===== config.mk =====
export PLATFORM = sky130hd
export DESIGN_NAME = pipe_ctrl
export DESIGN_NICKNAME = d
export VERILOG_FILES = /design/src/rtl/pipe_ctrl_pkg.sv /design/src/rtl/pipe_ctrl_wdog.sv /design/src/rtl/pipe_ctrl.sv
export SDC_FILE = /design/constraint.sdc
export NUM_CORES = 1
export LEC_CHECK = 0
export CAP_MARGIN = 25
export CORE_ASPECT_RATIO = 2
export CORE_MARGIN = 2
export CORE_UTILIZATION = 31
export CTS_CLUSTER_DIAMETER = 150
export DETAILED_ROUTE_END_ITERATION = 16
export PLACE_DENSITY = 0.59
export SETUP_SLACK_MARGIN = 0.3
export SYNTH_ARGS = -nofsm -noshare
export SYNTH_HDL_FRONTEND = slang
export SYNTH_SLANG_ARGS = --single-unit

===== constraint.sdc =====
create_clock -name clk -period 2.25 [get_ports clk]
set_input_delay 0.225 -clock clk [delete_from_list [all_inputs] [get_ports clk]]
set_output_delay 0.225 -clock clk [all_outputs]
set_load 0.01 [all_outputs]

===== src/rtl/pipe_ctrl_pkg.sv =====
// rtl/pipe_ctrl_pkg.sv - shared constants and state codes for the pipeline controller
package pipe_ctrl_pkg;

  localparam logic [31:0] EXC_VECTOR = 32'h0000_0020;

  // Each encoding holds its own stage and every stage upstream of it.
  localparam logic [5:0] STALL_NONE = 6'b000000;
  localparam logic [5:0] STALL_IF   = 6'b000011;
  localparam logic [5:0] STALL_ID   = 6'b000111;
  localparam logic [5:0] STALL_EX   = 6'b001111;
  localparam logic [5:0] STALL_MEM  = 6'b011111;
  localparam logic [5:0] STALL_ALL  = 6'b111111;

  localparam logic STOP    = 1'b1;
  localparam logic NO_STOP = 1'b0;

  typedef enum logic [1:0] {
    ST_RUN   = 2'd0,
    ST_DRAIN = 2'd1,
    ST_HALT  = 2'd2
  } state_e;

endpackage


===== src/rtl/pipe_ctrl_wdog.sv =====
// rtl/pipe_ctrl_wdog.sv - stall watchdog: counts consecutive stalled cycles against a limit
module pipe_ctrl_wdog (
  input  logic        clk,
  input  logic        rst,
  input  logic        stall_active,
  input  logic        flush,
  input  logic [15:0] tmo_limit,
  output logic        timeout
);

  logic [15:0] cnt_q, cnt_d;

  // A zero limit disables the watchdog entirely.
  always_comb begin
    timeout = stall_active && (tmo_limit != 16'h0) && (cnt_q == tmo_limit);
  end

  always_comb begin
    cnt_d = cnt_q + 16'd1;
    if (!stall_active || flush || timeout) begin
      cnt_d = 16'h0;
    end
  end

  always_ff @(posedge clk or negedge rst) begin
    if (!rst) begin
      cnt_q <= 16'h0;
    end else begin
      cnt_q <= cnt_d;
    end
  end

endmodule


===== src/rtl/pipe_ctrl.sv =====
// rtl/pipe_ctrl.sv - pipeline stall/flush controller with watchdog halt and perf counters
import pipe_ctrl_pkg::*;

module pipe_ctrl (
  input  logic        clk,
  input  logic        rst,
  input  logic        stallreq_if,
  input  logic        stallreq_id,
  input  logic        stallreq_ex,
  input  logic        stallreq_mem,
  input  logic        exc_valid,
  input  logic        exc_is_eret,
  input  logic [31:0] cp0_epc,
  input  logic        cnt_clear,
  input  logic [15:0] tmo_limit,
  output logic [5:0]  stall,
  output logic        flush,
  output logic [31:0] new_pc,
  output logic        stall_timeout,
  output logic [31:0] stall_cycles,
  output logic [15:0] flush_count
);

  state_e      state_q, state_d;
  logic [31:0] stall_cycles_q, stall_cycles_d;
  logic [15:0] flush_count_q, flush_count_d;
  logic        wd_timeout;

  // Outputs are held at zero while reset is asserted, independent of state.
  always_comb begin
    stall  = STALL_NONE;
    flush  = NO_STOP;
    new_pc = 32'h0;
    if (rst) begin
      if (state_q != ST_DRAIN && exc_valid) begin
        flush  = STOP;
        new_pc = exc_is_eret ? cp0_epc : EXC_VECTOR;
      end else if (state_q == ST_HALT) begin
        stall = STALL_ALL;
      end else if (state_q == ST_RUN) begin
        if (stallreq_mem)      stall = STALL_MEM;
        else if (stallreq_ex)  stall = STALL_EX;
        else if (stallreq_id)  stall = STALL_ID;
        else if (stallreq_if)  stall = STALL_IF;
      end
    end
  end

  always_comb begin
    state_d = state_q;
    if (flush) begin
      state_d = ST_DRAIN;
    end else if (state_q == ST_DRAIN) begin
      state_d = ST_RUN;
    end else if (wd_timeout) begin
      state_d = ST_HALT;
    end
  end

  always_ff @(posedge clk or negedge rst) begin
    if (!rst) begin
      state_q <= ST_RUN;
    end else begin
      state_q <= state_d;
    end
  end

  pipe_ctrl_wdog u_wdog (
    .clk          (clk),
    .rst          (rst),
    .stall_active (stall != STALL_NONE),
    .flush        (flush),
    .tmo_limit    (tmo_limit),
    .timeout      (wd_timeout)
  );

  // Clear wins over a same-cycle increment; flush count saturates.
  always_comb begin
    stall_cycles_d = stall_cycles_q;
    flush_count_d  = flush_count_q;
    if (cnt_clear) begin
      stall_cycles_d = 32'h0;
      flush_count_d  = 16'h0;
    end else begin
      if (stall != STALL_NONE) stall_cycles_d = stall_cycles_q + 32'd1;
      if (flush && flush_count_q != 16'hFFFF) flush_count_d = flush_count_q + 16'd1;
    end
  end

  always_ff @(posedge clk or negedge rst) begin
    if (!rst) begin
      stall_cycles_q <= 32'h0;
      flush_count_q  <= 16'h0;
    end else begin
      stall_cycles_q <= stall_cycles_d;
      flush_count_q  <= flush_count_d;
    end
  end

  assign stall_timeout = wd_timeout;
  assign stall_cycles  = stall_cycles_q;
  assign flush_count   = flush_count_q;

endmodule


# After elaboration in Yosys (flattened, before gate mapping)
# Index checks and enable logic that the tools add are counted.
[totals] reg_bits=66 latch_bits=0 ram_bits=0 rom_bits=0 wordCells=46 mem_count=0
[classes] addsub=3 multipliers=0 n_div=0 magnitude_cmp=0 n_eq_ne=5 shifts=0 n_mux=21 bitwise_logic=0 reduce_logical=13
[ops] op="$mux W32" count=5
[ops] op="$mux W16" count=3
[ops] op="$add A16 B1 Y16 const B" count=2
[ops] op="$add A32 B1 Y32 const B" count=1
[ops] op="$mux W6" count=3
[ops] op="$eq A16 B16 Y1" count=1
[ops] op="$ne A16 B16 Y1 const B" count=1
[ops] op="$reduce_bool A16 Y1" count=1
[ops] op="$mux W5" count=2
[ops] op="$mux W2" count=4
[ops] op="$reduce_bool A6 Y1" count=1
[ops] op="$logic_and A1 B1 Y1" count=4
[ops] op="$mux W4" count=1
[ops] op="$reduce_bool A2 Y1" count=2
[ops] op="$mux W3" count=1
[ops] op="$reduce_bool A3 Y1" count=1
[ops] op="$eq A2 B1 Y1 const B" count=1
[ops] op="$eq A2 B2 Y1 const B" count=1
[ops] op="$logic_not A2 Y1" count=1
[ops] op="$logic_or A1 B1 Y1" count=2
[ops] op="$mux W1" count=2
[ops] op="$ne A2 B1 Y1 const B" count=1
[ops] op="$logic_not A1 Y1" count=1

# Logic depth before layout (Yosys ltp)
# Gate-level depths: netlist (run 1).
[logic_depth] depth_word=14 ltp_mapped=7

# Cells and area by module
# Synthesis (run 1) repeated with hierarchy kept, for this count alone.
[unflattened] cells_unflattened=447 hier_area_um2=4091.4
[by_module_without_submodules] module="pipe_ctrl" n_inst=1 cells_per_inst=346 area_per_inst_um2=3111.7
[by_module_without_submodules] module="pipe_ctrl_wdog" n_inst=1 cells_per_inst=101 area_per_inst_um2=979.7

# Least setup slack after synthesis (run 1)
# No wires, ideal clock.
[synth_path] kind="register -> register" start="register state_q[1]" end="register stall_cycles_q[19], in the netlist stall_cycles[19]" setup_ps=132 arrival_ps=1765 required_ps=2118 slack_ps=353 path_stages_with_launch=7 path_buffers=1 cell_sequence="dfrtp_1 or4_4 o211ai_4 buf_2 nor3_1 xnor2_1 nor2_1"
[synth_via] elab_chain_len=7 word_cells_on_any_way=10 cone_classes="eq/ne: 2; mux: 4; reduce/logical: 4"
[synth_rtl] item="start: declaration" line="pipe_ctrl.sv:24" source="state_e state_q, state_d;"
[synth_rtl] item="start signal: assignment" line="pipe_ctrl.sv:64" source="state_q <= state_d;"
[synth_rtl] item="$logic_not A2 Y1" line="pipe_ctrl.sv:40" source="end else if (state_q == ST_RUN) begin"
[synth_rtl] item="$mux W5" line="pipe_ctrl.sv:40"
[synth_rtl] item="$mux W6" line="pipe_ctrl.sv:38" source="end else if (state_q == ST_HALT) begin"
[synth_rtl] item="$mux W6 *" line="pipe_ctrl.sv:35" source="if (state_q != ST_DRAIN && exc_valid) begin"
[synth_rtl] item="$mux W6 *" line="pipe_ctrl.sv:34" source="if (rst) begin"
[synth_rtl] item="$reduce_bool A6 Y1 *" line="pipe_ctrl.sv:85" source="if (stall != STALL_NONE) stall_cycles_d = stall_cycles_q + 32'd1;"
[synth_rtl] item="$reduce_bool A2 Y1 (no line) *"
[synth_rtl] item="end signal: assignment" line="pipe_ctrl.sv:95" source="stall_cycles_q <= stall_cycles_d;"
[synth_rtl] item="end: declaration" line="pipe_ctrl.sv:25" source="logic [31:0] stall_cycles_q, stall_cycles_d;"
# Mark *: on every way between the ends. The rest lies on a longest branch, timed or not.
# A chain may end at the register's enable or synchronous reset.

# Worst setup path after layout (run 1)
[layout_path] start="register state_q[1]" end="output stall_timeout"
[layout_via] elab_chain_len=8 word_cells_on_any_way=11 cone_classes="eq/ne: 2; mux: 4; reduce/logical: 5"
[layout_rtl] item="$logic_not A2 Y1" line="pipe_ctrl.sv:40"
[layout_rtl] item="$mux W5" line="pipe_ctrl.sv:40"
[layout_rtl] item="$mux W6" line="pipe_ctrl.sv:38"
[layout_rtl] item="$mux W6 *" line="pipe_ctrl.sv:35"
[layout_rtl] item="$mux W6 *" line="pipe_ctrl.sv:34"
[layout_rtl] item="$reduce_bool A6 Y1 *" line="pipe_ctrl.sv:71" source=".stall_active (stall != STALL_NONE),"
[layout_rtl] item="$logic_and A1 B1 Y1 * (2 in a row)" line="pipe_ctrl_wdog.sv:15" source="timeout = stall_active && (tmo_limit != 16'h0) && (cnt_q == tmo_limit);"
[layout_rtl] item="end: declaration" line="pipe_ctrl.sv:19" source="output logic stall_timeout,"
# Marked as above.

==> results of run 1 <==
-- state kept, by name, indices dropped and copies added (netlist names) --
register      cells
state_q           2
u_wdog.cnt_q     16
stall_cycles     32
flush_count      16
-- routing by layer --
| layer | GRT usage (%) | routed length [µm] |
|---|---|---|
| met2 | 25.7 | 5460 |
| met5 | 0 | 0 |
| met4 | 5.51 | 194 |
| met1 | 23.5 | 5470 |
| met3 | 4.36 | 699 |
-- worst max-delay path by stage --
stage | start | cells past startpoint | to
global route | u_wdog.cnt_q[8] | 6 | stall_timeout
finish | state_q[1] | 5 | stall_timeout
CTS | stall_cycles[7] | 5 | stall_cycles[31]
detailed placement | tmo_limit[15] | 6 | stall_timeout
global placement | tmo_limit[13] | 6 | stall_timeout
floorplan | state_q[1] | 6 | stall_cycles[19]
-- cell families (layout without fill, tap and decap cells) --
| family | after synthesis | in the layout |
|---|---|---|
| simple gates | 230 | 232 |
| compound gates | 25 | 25 |
| flops | 66 | 66 |
| xor+xnor | 66 | 66 |
| buf+inv | 29 | 216 |
| fa+ha+maj | 3 | 3 |
| mux | 4 | 4 |
-- cell usage after synthesis, types with 2 or more instances --
master,count
and2_1,4
nand2_1,24
nor4_1,14
buf_2,2
inv_1,9
a211oi_1,3
a21oi_1,9
nand4_2,2
nor3_1,15
nor2_1,67
a311oi_1,2
nand4_1,12
and4_1,5
xor2_1,28
nor4_2,9
mux2i_1,3
and3_1,43
or4_4,2
xnor2_1,38
o21ai_0,4
dfrtp_1,66
clkbuf_1,13
nand3_1,21
nor2b_1,2
buf_6,2
ha_1,3
or3_1,3
o21ai_1,2
-- power breakdown --
group / switching [mW] / internal, mW / leakage, nW
sequential: 0.00970 / 1.19 / 0.914
combinational: 0.149 / 0.181 / 1.69
clock: 0.526 / 0.996 / 0.156
total: 0.685 / 2.37 / 2.76
-- area by class of cell --
type	instances	share of cell area, %
Clock buffer	11	3.95
Multi-Input combinational cell	330	36.1
Sequential cell	66	27.0
Inverter	11	0.713
Clock inverter	5	1.26
Timing Repair Buffer	189	27.9
Tap cell	150	3.06
-- repair_timing --
action                                  CTS  global route
buffers inserted                         12             2
gates resized for setup                 156            23
endpoints found under the setup margin   66            82
pin swaps                                 8            19
cloned                                    1             2
-- worst max-delay path: stages (launching register included) --
cell	delay [ns]
dfrtp_1	0.40
or4_4	0.58
o21ai_4	0.16
buf_4	0.14
nor2_1	0.04
buf_2	0.13
==> impl_metrics.json, run 1 <==
{
  "status": "finished with violations",
  "numClockSinks": 66,
  "htree_levels": 3,
  "final_util_pct": 49.5,
  "p_leak_nw": 2.76,
  "syn_area_per_cell_um2": 9.22,
  "cts_hold_buffers": 0,
  "drt_iter0_markers": 160,
  "tritoncts": "yes",
  "initial_utilization_pct": 31.4,
  "rsz0062_at_grt": "true",
  "ys_seq_area_share_pct": 42.4,
  "critical_path_arrival_ns": 1.78,
  "seqCellArea_um2": 1660,
  "fin_ws_ns": 0.243,
  "placed_area_um2": 5680,
  "synth_mux_area_share_pct": 1.06,
  "crit_type": "register to primary output",
  "setup_viol": 0,
  "die_area_um2": 13500,
  "tightest_slew_ns": 0.496,
  "mostFrequentLayoutCells": "103 x clkdlybuf4s50_1, 67 x nor2_1, 63 x dfrtp_1, 43 x and3_1, 38 x xnor2_1",
  "core_area_um2": 12400,
  "cts_root_buffer": "clkbuf_16",
  "relSlewSlack_pct": 66.6,
  "die_h_um": 163,
  "area_delta_synth_final_pct": 57.5,
  "route.detailed.drc": 0,
  "dpl_worst_slack_ns": -0.0828,
  "track_usage_pct": 16.9,
  "final_cells": 762,
  "violations": "negative hold slack",
  "syn_area_um2": 3900,
  "powerDensity_nw_per_um2": 498,
  "synthXorXnorAreaFrac_pct": 14.8,
  "dr.pass1.iters": 4,
  "stdcell_area_um2": 6140,
  "cts_made_buffers": 9,
  "synthTopCellsByArea": "dfrtp_1 42%, xnor2_1 8.5%, and3_1 6.9%, nor2_1 6.5%, xor2_1 6.3%",
  "fin_crit_sh_pct": 89.2,
  "syn_nets": 483,
  "wire_per_inst_um": 15.5,
  "fmax_mhz": 498,
  "drtAntennaViolNets": 0,
  "hold_ws_ns": -0.0145,
  "io_buffers": 144,
  "required_ns": 2.03,
  "critPathLaunchType": "register",
  "rrSetupSlack_ns": 0.24,
  "endpoint_kind": "primary output",
  "fp.dieW_um": 83.3,
  "worstReg2RegStart": "state_q[1]",
  "finalPower_mw": 3.06,
  "gp_congestion": 0.808,
  "r2r_cells": 8,
  "synth_top_family_by_area": "simple AND/OR/NAND/NOR gates",
  "placed_cells": 729,
  "synth_top_area_cell": "dfrtp_1",
  "clk_path_buf_depth": 2,
  "grt_pass1_wl_um": 18700,
  "wl_um": 11800,
  "diodes": 0,
  "synth-edff-count": 0,
  "yosys.area_share.simple_pct": 33.0,
  "layout_commonest_cell": "clkdlybuf4s50_1",
  "io_pins": 145,
  "grt_overflow_total": 0,
  "grt_pass1_vias": 3613,
  "clock_latency_ns": 0.34,
  "synth_compound_area_share_pct": 4.46,
  "synth_top_area_share_pct": 42.4,
  "clk_pin_slew_ns": 0.05,
  "fill_cells": 1148,
  "drv_cap": 0,
  "critical_path.max_fanout": 3,
  "netlist_instances": 423,
  "worstReg2RegEnd": "stall_cycles[16]",
  "fin_nets": 667,
  "drv_slew": 0,
  "vias": 3830,
  "min_period_ns": 2.01,
  "final_hold_viol_count": 13,
  "fin_worst_skew_ns": 0.00800,
  "yosysWarnings": 0,
  "drive_above_1_share_pct": 21.6,
  "ir_drop_mv": 0.364,
  "hp-class": "input port to async pin",
  "grt_max_degree": 35,
  "async_flop_share_pct": 100,
  "synth_fa_ha_area_share_pct": 0.963,
  "rows": 58,
  "dp_hpwl_um": 7840,
  "multiInputGateArea_um2": 2220,
  "vias_per_cell": 5.03,
  "ys_seq_elements": 66,
  "grt_antenna_before_repair": 0,
  "ys.flop_type": "dfrtp_1",
  "setup_tns_ns": 0,
  "synth.distinct_cells": 44
}
No activity file was read; power rests on OpenSTA's default activity.
==> run 2, diff against run 1 <==
--- a/config.mk
+++ b/config.mk
@@ -5,13 +5,15 @@
 export SDC_FILE = /design/constraint.sdc
 export NUM_CORES = 1
 export LEC_CHECK = 0
+export ABC_AREA = 1
 export CAP_MARGIN = 25
 export CORE_ASPECT_RATIO = 2
 export CORE_MARGIN = 2
-export CORE_UTILIZATION = 31
+export CORE_UTILIZATION = 48
 export CTS_CLUSTER_DIAMETER = 150
 export DETAILED_ROUTE_END_ITERATION = 16
-export PLACE_DENSITY = 0.59
+export GPL_ROUTABILITY_DRIVEN = 0
+export PLACE_DENSITY = 0.81
 export SETUP_SLACK_MARGIN = 0.3
 export SYNTH_ARGS = -nofsm -noshare
 export SYNTH_HDL_FRONTEND = slang
==> run 2 against run 1 <==
The run now ends clean. Final area up 11%. Maximum frequency is 5.3% higher. Sequential cell count is the same. Clock power is essentially flat. Cell count grew 43%. Wire length up 37%. Total power up 4.0%. First-iteration DRC count grew 110%. Combinational power up 43%. Synthesized area up 26%. Utilization grew 19 points. Die area shrank 18%.
==> impl_metrics.json, run 2 <==
{
  "wire_per_inst_um": 14.8,
  "clk_pin_slew_ns": 0.05,
  "fill_cells": 941,
  "relSlewSlack_pct": 42.7,
  "worstReg2RegStart": "state_q[0]",
  "core_area_um2": 10000,
  "critical_path_arrival_ns": 1.68,
  "critical_path.max_fanout": 16,
  "grt_pass1_vias": 5295,
  "diodes": 0,
  "layout_commonest_cell": "nand2_1",
  "synthTopCellsByCount": "254 x nand2_1, 154 x nor2_1, 101 x inv_1, 66 x dfrtp_1, 55 x nand3_1",
  "vias_per_cell": 5.02,
  "syn_area_um2": 4900,
  "rsz0062_at_grt": "true",
  "drive_above_1_share_pct": 12.0,
  "tritoncts": "yes",
  "dp_hpwl_um": 12600,
  "die_area_um2": 11100,
  "cts_root_buffer": "clkbuf_16",
  "hp-class": "input port to async pin",
  "grt_overflow_total": 0,
  "setup_viol": 0,
  "drv_cap": 0,
  "synth-edff-count": 0,
  "cts_made_buffers": 9,
  "drtAntennaViolNets": 0,
  "track_usage_pct": 30.1,
  "synthTopCellsByArea": "dfrtp_1 34%, nand2_1 19%, nor2_1 12%, inv_1 7.7%, nand3_1 5.6%",
  "io_buffers": 144,
  "largest_register_ffs": 32,
  "synth_top_area_cell": "dfrtp_1",
  "rows": 52,
  "synth_top_area_share_pct": 33.7,
  "yosysWarnings": 0,
  "min_period_ns": 1.91,
  "required_ns": 2.03,
  "stdcell_area_um2": 6820,
  "clk_path_buf_depth": 2,
  "fp.dieW_um": 75.4,
  "ir_drop_mv": 0.397,
  "syn_nets": 850,
  "p_leak_nw": 3.20,
  "drv_slew": 0,
  "clock_latency_ns": 0.33,
  "drt_iter0_markers": 337,
  "worstReg2RegEnd": "stall_cycles[9]",
  "tightest_slew_ns": 0.859,
  "grt_max_degree": 67,
  "crit_type": "register to primary output",
  "powerDensity_nw_per_um2": 466,
  "critPathLaunchType": "register",
  "die_h_um": 147,
  "endpoint_kind": "primary output",
  "synth.distinct_cells": 33,
  "ys_seq_area_share_pct": 33.7,
  "route.detailed.drc": 0,
  "dr.pass1.iters": 5,
  "fin_nets": 1010,
  "fmax_mhz": 525,
  "vias": 5471,
  "status": "complete, no violations",
  "placed_area_um2": 6560,
  "fin_worst_skew_ns": 0.00579,
  "htree_levels": 3,
  "rrSetupSlack_ns": 0.45,
  "ys_seq_elements": 66,
  "ys.flop_type": "dfrtp_1",
  "setup_tns_ns": 0,
  "initial_utilization_pct": 48.9,
  "r2r_cells": 10,
  "fin_crit_sh_pct": 84.7,
  "mostFrequentLayoutCells": "252 x nand2_1, 149 x nor2_1, 103 x clkdlybuf4s50_1, 99 x inv_1, 62 x dfrtp_1",
  "finalPower_mw": 3.18,
  "numClockSinks": 66,
  "async_flop_share_pct": 100,
  "grt_pass1_wl_um": 25200,
  "syn_area_per_cell_um2": 6.20,
  "area_delta_synth_final_pct": 39.2,
  "final_hold_viol_count": 0,
  "netlist_instances": 790,
  "wl_um": 16100,
  "yosysMostFrequentCell": "nand2_1",
  "grt_antenna_before_repair": 0,
  "io_pins": 145,
  "hold_ws_ns": 0.181
}
run 2: critical path: stages, from the launching register on:
cell             delay (ns)
dfrtp_1                0.43
nand2_1                0.12
nand2_2                0.10
nor2_4                 0.12
nand2_4                0.08
buf_12                 0.15
nor2_1                 0.10
clkdlybuf4s15_2        0.24
run 2: layer usage:
| layer | part of all wire (%) | GRT usage [%] |
|---|---|---|
| met5 | 0 | 0 |
| met2 | 54 | 53.4 |
| met3 | 3.9 | 5.14 |
| met4 | 5.9 | 18.1 |
| met1 | 36 | 31.1 |
run 2: where the power goes:
group / internal [mW] / total [mW] / switching (mW)
clock: 0.990 / 1.49 / 0.496
sequential: 1.20 / 1.22 / 0.0168
combinational: 0.212 / 0.473 / 0.261
total: 2.40 / 3.18 / 0.774
run 2: how the worst max path moves through the flow:
stage | startpoint | end | slack, ns | cells past startpoint
detailed placement | tmo_limit[13] | stall_timeout | 0.07 | 10
floorplan | stall_cycles[0] | stall_cycles[12] | 0.61 | 9
global placement | tmo_limit[13] | stall_timeout | 0.07 | 10
finish | state_q[0] | new_pc[18] | 0.34 | 7
global route | stall_cycles[0] | stall_cycles[12] | 0.27 | 9
CTS | state_q[1] | stall[3] | 0.25 | 6
run 2: cell families (layout without fill, tap and decap cells):
family          count (synthesis)  count (layout)  share of synthesized area, %
xor+xnor                       33              33                          5.90
flops                          66              66                          33.7
compound gates                 41              41                          4.39
simple gates                  520             520                          44.8
buf+inv                       127             292                          10.4
fa+ha+maj                       3               3                         0.766
run 2: final cells by class:
type	instances	area (µm²)	area share (%)
clock inverters	6	80.1	1.17
clock buffers	10	239	3.50
multi-input cells	597	2770	40.6
repair buffers	171	1510	22.2
flip-flops and latches	66	1660	24.3
well taps	135	169	2.48
inverters	105	394	5.78
run 2: timing repair:
item,CTS,global route
setup endpoints to repair,40,45
endpoints found under the hold margin,0,0
setup buffers,3,4
hold buffers,0,0
gates cloned,0,1
gates resized for setup,45,86
pin swaps,0,4
run 2: through the flow:
step           util (%)  instances  worst slack [ns]
6_report           68.1       1090             0.345
5_1_grt            68.1       1090             0.267
4_1_cts            68.4       1085             0.250
3_5_place_dp       65.4       1066            0.0694
3_3_place_gp       65.4       1066            0.0729
2_1_floorplan         -        790             0.612
==> run 3, diff against run 2 <==
==> constraint.sdc (replaced) <==
create_clock -name clk -period 1.9 [get_ports clk]
set_input_delay 0.19 -clock clk [delete_from_list [all_inputs] [get_ports clk]]
set_output_delay 0.19 -clock clk [all_outputs]
set_load 0.01 [all_outputs]
==> run 3 against run 2 <==
First-iteration DRC count grew 45%. Clock power is essentially flat. Wire length grew 33%. Final area is 20% higher. Combinational power rose by 98%.
==> impl_metrics.json, run 3 (synthesis gave the netlist of run 2 again) <==
{
  "critPathLaunchType": "register",
  "crit_type": "register to primary output",
  "grt_overflow_total": 0,
  "io_buffers": 144,
  "powerDensity_nw_per_um2": 476,
  "diodes": 0,
  "initial_utilization_pct": 48.9,
  "critical_path_arrival_ns": 1.69,
  "fin_crit_sh_pct": 99.1,
  "largest_register_ffs": 32,
  "cts_made_buffers": 9,
  "fmax_mhz": 531,
  "die_area_um2": 11100,
  "placed_cells": 1105,
  "grt_max_degree": 59,
  "tightest_slew_ns": 0.756,
  "track_usage_pct": 33.2,
  "clk_path_buf_depth": 2,
  "required_ns": 1.71,
  "grt_pass1_vias": 5713,
  "p_leak_nw": 3.85,
  "route.detailed.drc": 0,
  "fin_nets": 1082,
  "clock_latency_ns": 0.34,
  "fill_cells": 657,
  "drive_above_1_share_pct": 28.5,
  "drtAntennaViolNets": 0,
  "final_cells": 1162,
  "drt_iter0_markers": 488,
  "numClockSinks": 66,
  "critical_path.max_fanout": 8,
  "die_h_um": 147,
  "grt_antenna_before_repair": 0,
  "hold_ws_ns": 0.141,
  "ir_drop_mv": 0.562,
  "relSlewSlack_pct": 49.6,
  "layout_commonest_cell": "nand2_1",
  "setup_tns_ns": 0,
  "worstReg2RegStart": "state_q[1]",
  "crit_start": "state_q[1]",
  "final_hold_viol_count": 0,
  "cts_root_buffer": "clkbuf_16",
  "endpoint_kind": "primary output",
  "drv_cap": 0,
  "tritoncts": "yes",
  "wl_um": 21500,
  "dpl_worst_slack_ns": -0.178,
  "htree_levels": 3,
  "fin_ws_ns": 0.0174,
  "vias_per_cell": 5.48,
  "r2r_cells": 11,
  "status": "complete, no violations",
  "mostFrequentLayoutCells": "226 x nand2_1, 113 x nor2_1, 97 x clkdlybuf4s50_1, 93 x inv_1, 64 x buf_4",
  "wire_per_inst_um": 18.5,
  "drv_slew": 0,
  "rsz0062_at_grt": "true",
  "rows": 52,
  "area_delta_synth_final_pct": 66.9,
  "fin_worst_skew_ns": 0.00951,
  "io_pins": 145,
  "clk_pin_slew_ns": 0.06,
  "min_period_ns": 1.88,
  "vias": 6362,
  "fp.dieW_um": 75.4,
  "hp-class": "input port to async pin",
  "grt_pass1_wl_um": 27700,
  "core_area_um2": 10000,
  "dr.pass1.iters": 7,
  "dp_hpwl_um": 13400,
  "setup_viol": 0
}
[run 3: cell types whose count changed in the layout (fill, tap and decap cells not counted), sizes merged]
cell	previous run	this run
clkdlybuf4s15	2	0
bufinv	2	0
clkinv	4	3
dlygate4sd2	3	1
clkdlybuf4s50	103	97
dlymetal6s2s	1	5
dlygate4sd3	0	1
clkbuf	44	20
buf	28	132
[run 3: where the power goes]
group          internal (mW)  switching, mW  total (mW)
Clock                  0.912          0.599        1.51
Sequential              1.42         0.0190        1.44
Combinational          0.452          0.486       0.938
Total                   2.79           1.10        3.89
[run 3: final cells by class]
class,count,area (µm²),share of cell area (%)
Sequential cell,66,1670,20.4
Clock buffer,13,250,3.06
Tap cell,135,169,2.07
Multi-Input combinational cell,597,3250,39.7
Clock inverter,3,15.0,0.184
Inverter,105,407,4.97
Timing Repair Buffer,243,2420,29.6
[run 3: per-stage QoR]
step	instance area, µm²	total power, mW	util, %
floorplan	4900	1.71	-
global placement	6890	2.10	68.8
detailed placement	6890	2.11	68.8
CTS	7290	3.63	72.8
global route	8180	4.01	81.6
finish	8180	3.89	81.6
[run 3: final timing paths]
kind | slack (ns) | to
max | 0.02 | new_pc[20]
min | 0.14 | stall_cycles[13]
max reg2reg | 0.05 | u_wdog.cnt_q[3]
min reg2reg | 0.54 | stall_cycles[31]
max in group asynchronous | 1.00 | state_q[0]
min in group clk | 0.54 | stall_cycles[31]
[run 3: critical path: stages, from the launching register on]
cell and delay [ns]:
dfrtp_1 0.41, inv_2 0.09, nand2_4 0.08, nand2_4 0.06, nor2_4 0.14, nand2_4 0.11
clkbuf_16 0.19, nor2_1 0.12, buf_2 0.15
[run 3: repair_timing]
action	in CTS	in global routing
pin swaps	7	36
gates cloned	0	9
hold endpoints to repair	8	0
endpoints found under the setup margin	107	114
hold buffers	1	0
setup buffers	16	15
gates resized for setup	165	232
[run 3: layer usage]
layer | track usage [%] | vias to the layer above | share of wire (%)
met4 | 23.9 | 0 | 8.5
met1 | 32.7 | 2972 | 34
met2 | 58.4 | 353 | 52
li1 | - | 2910 | -
met3 | 5.97 | 127 | 5.8
met5 | 0 | - | 0
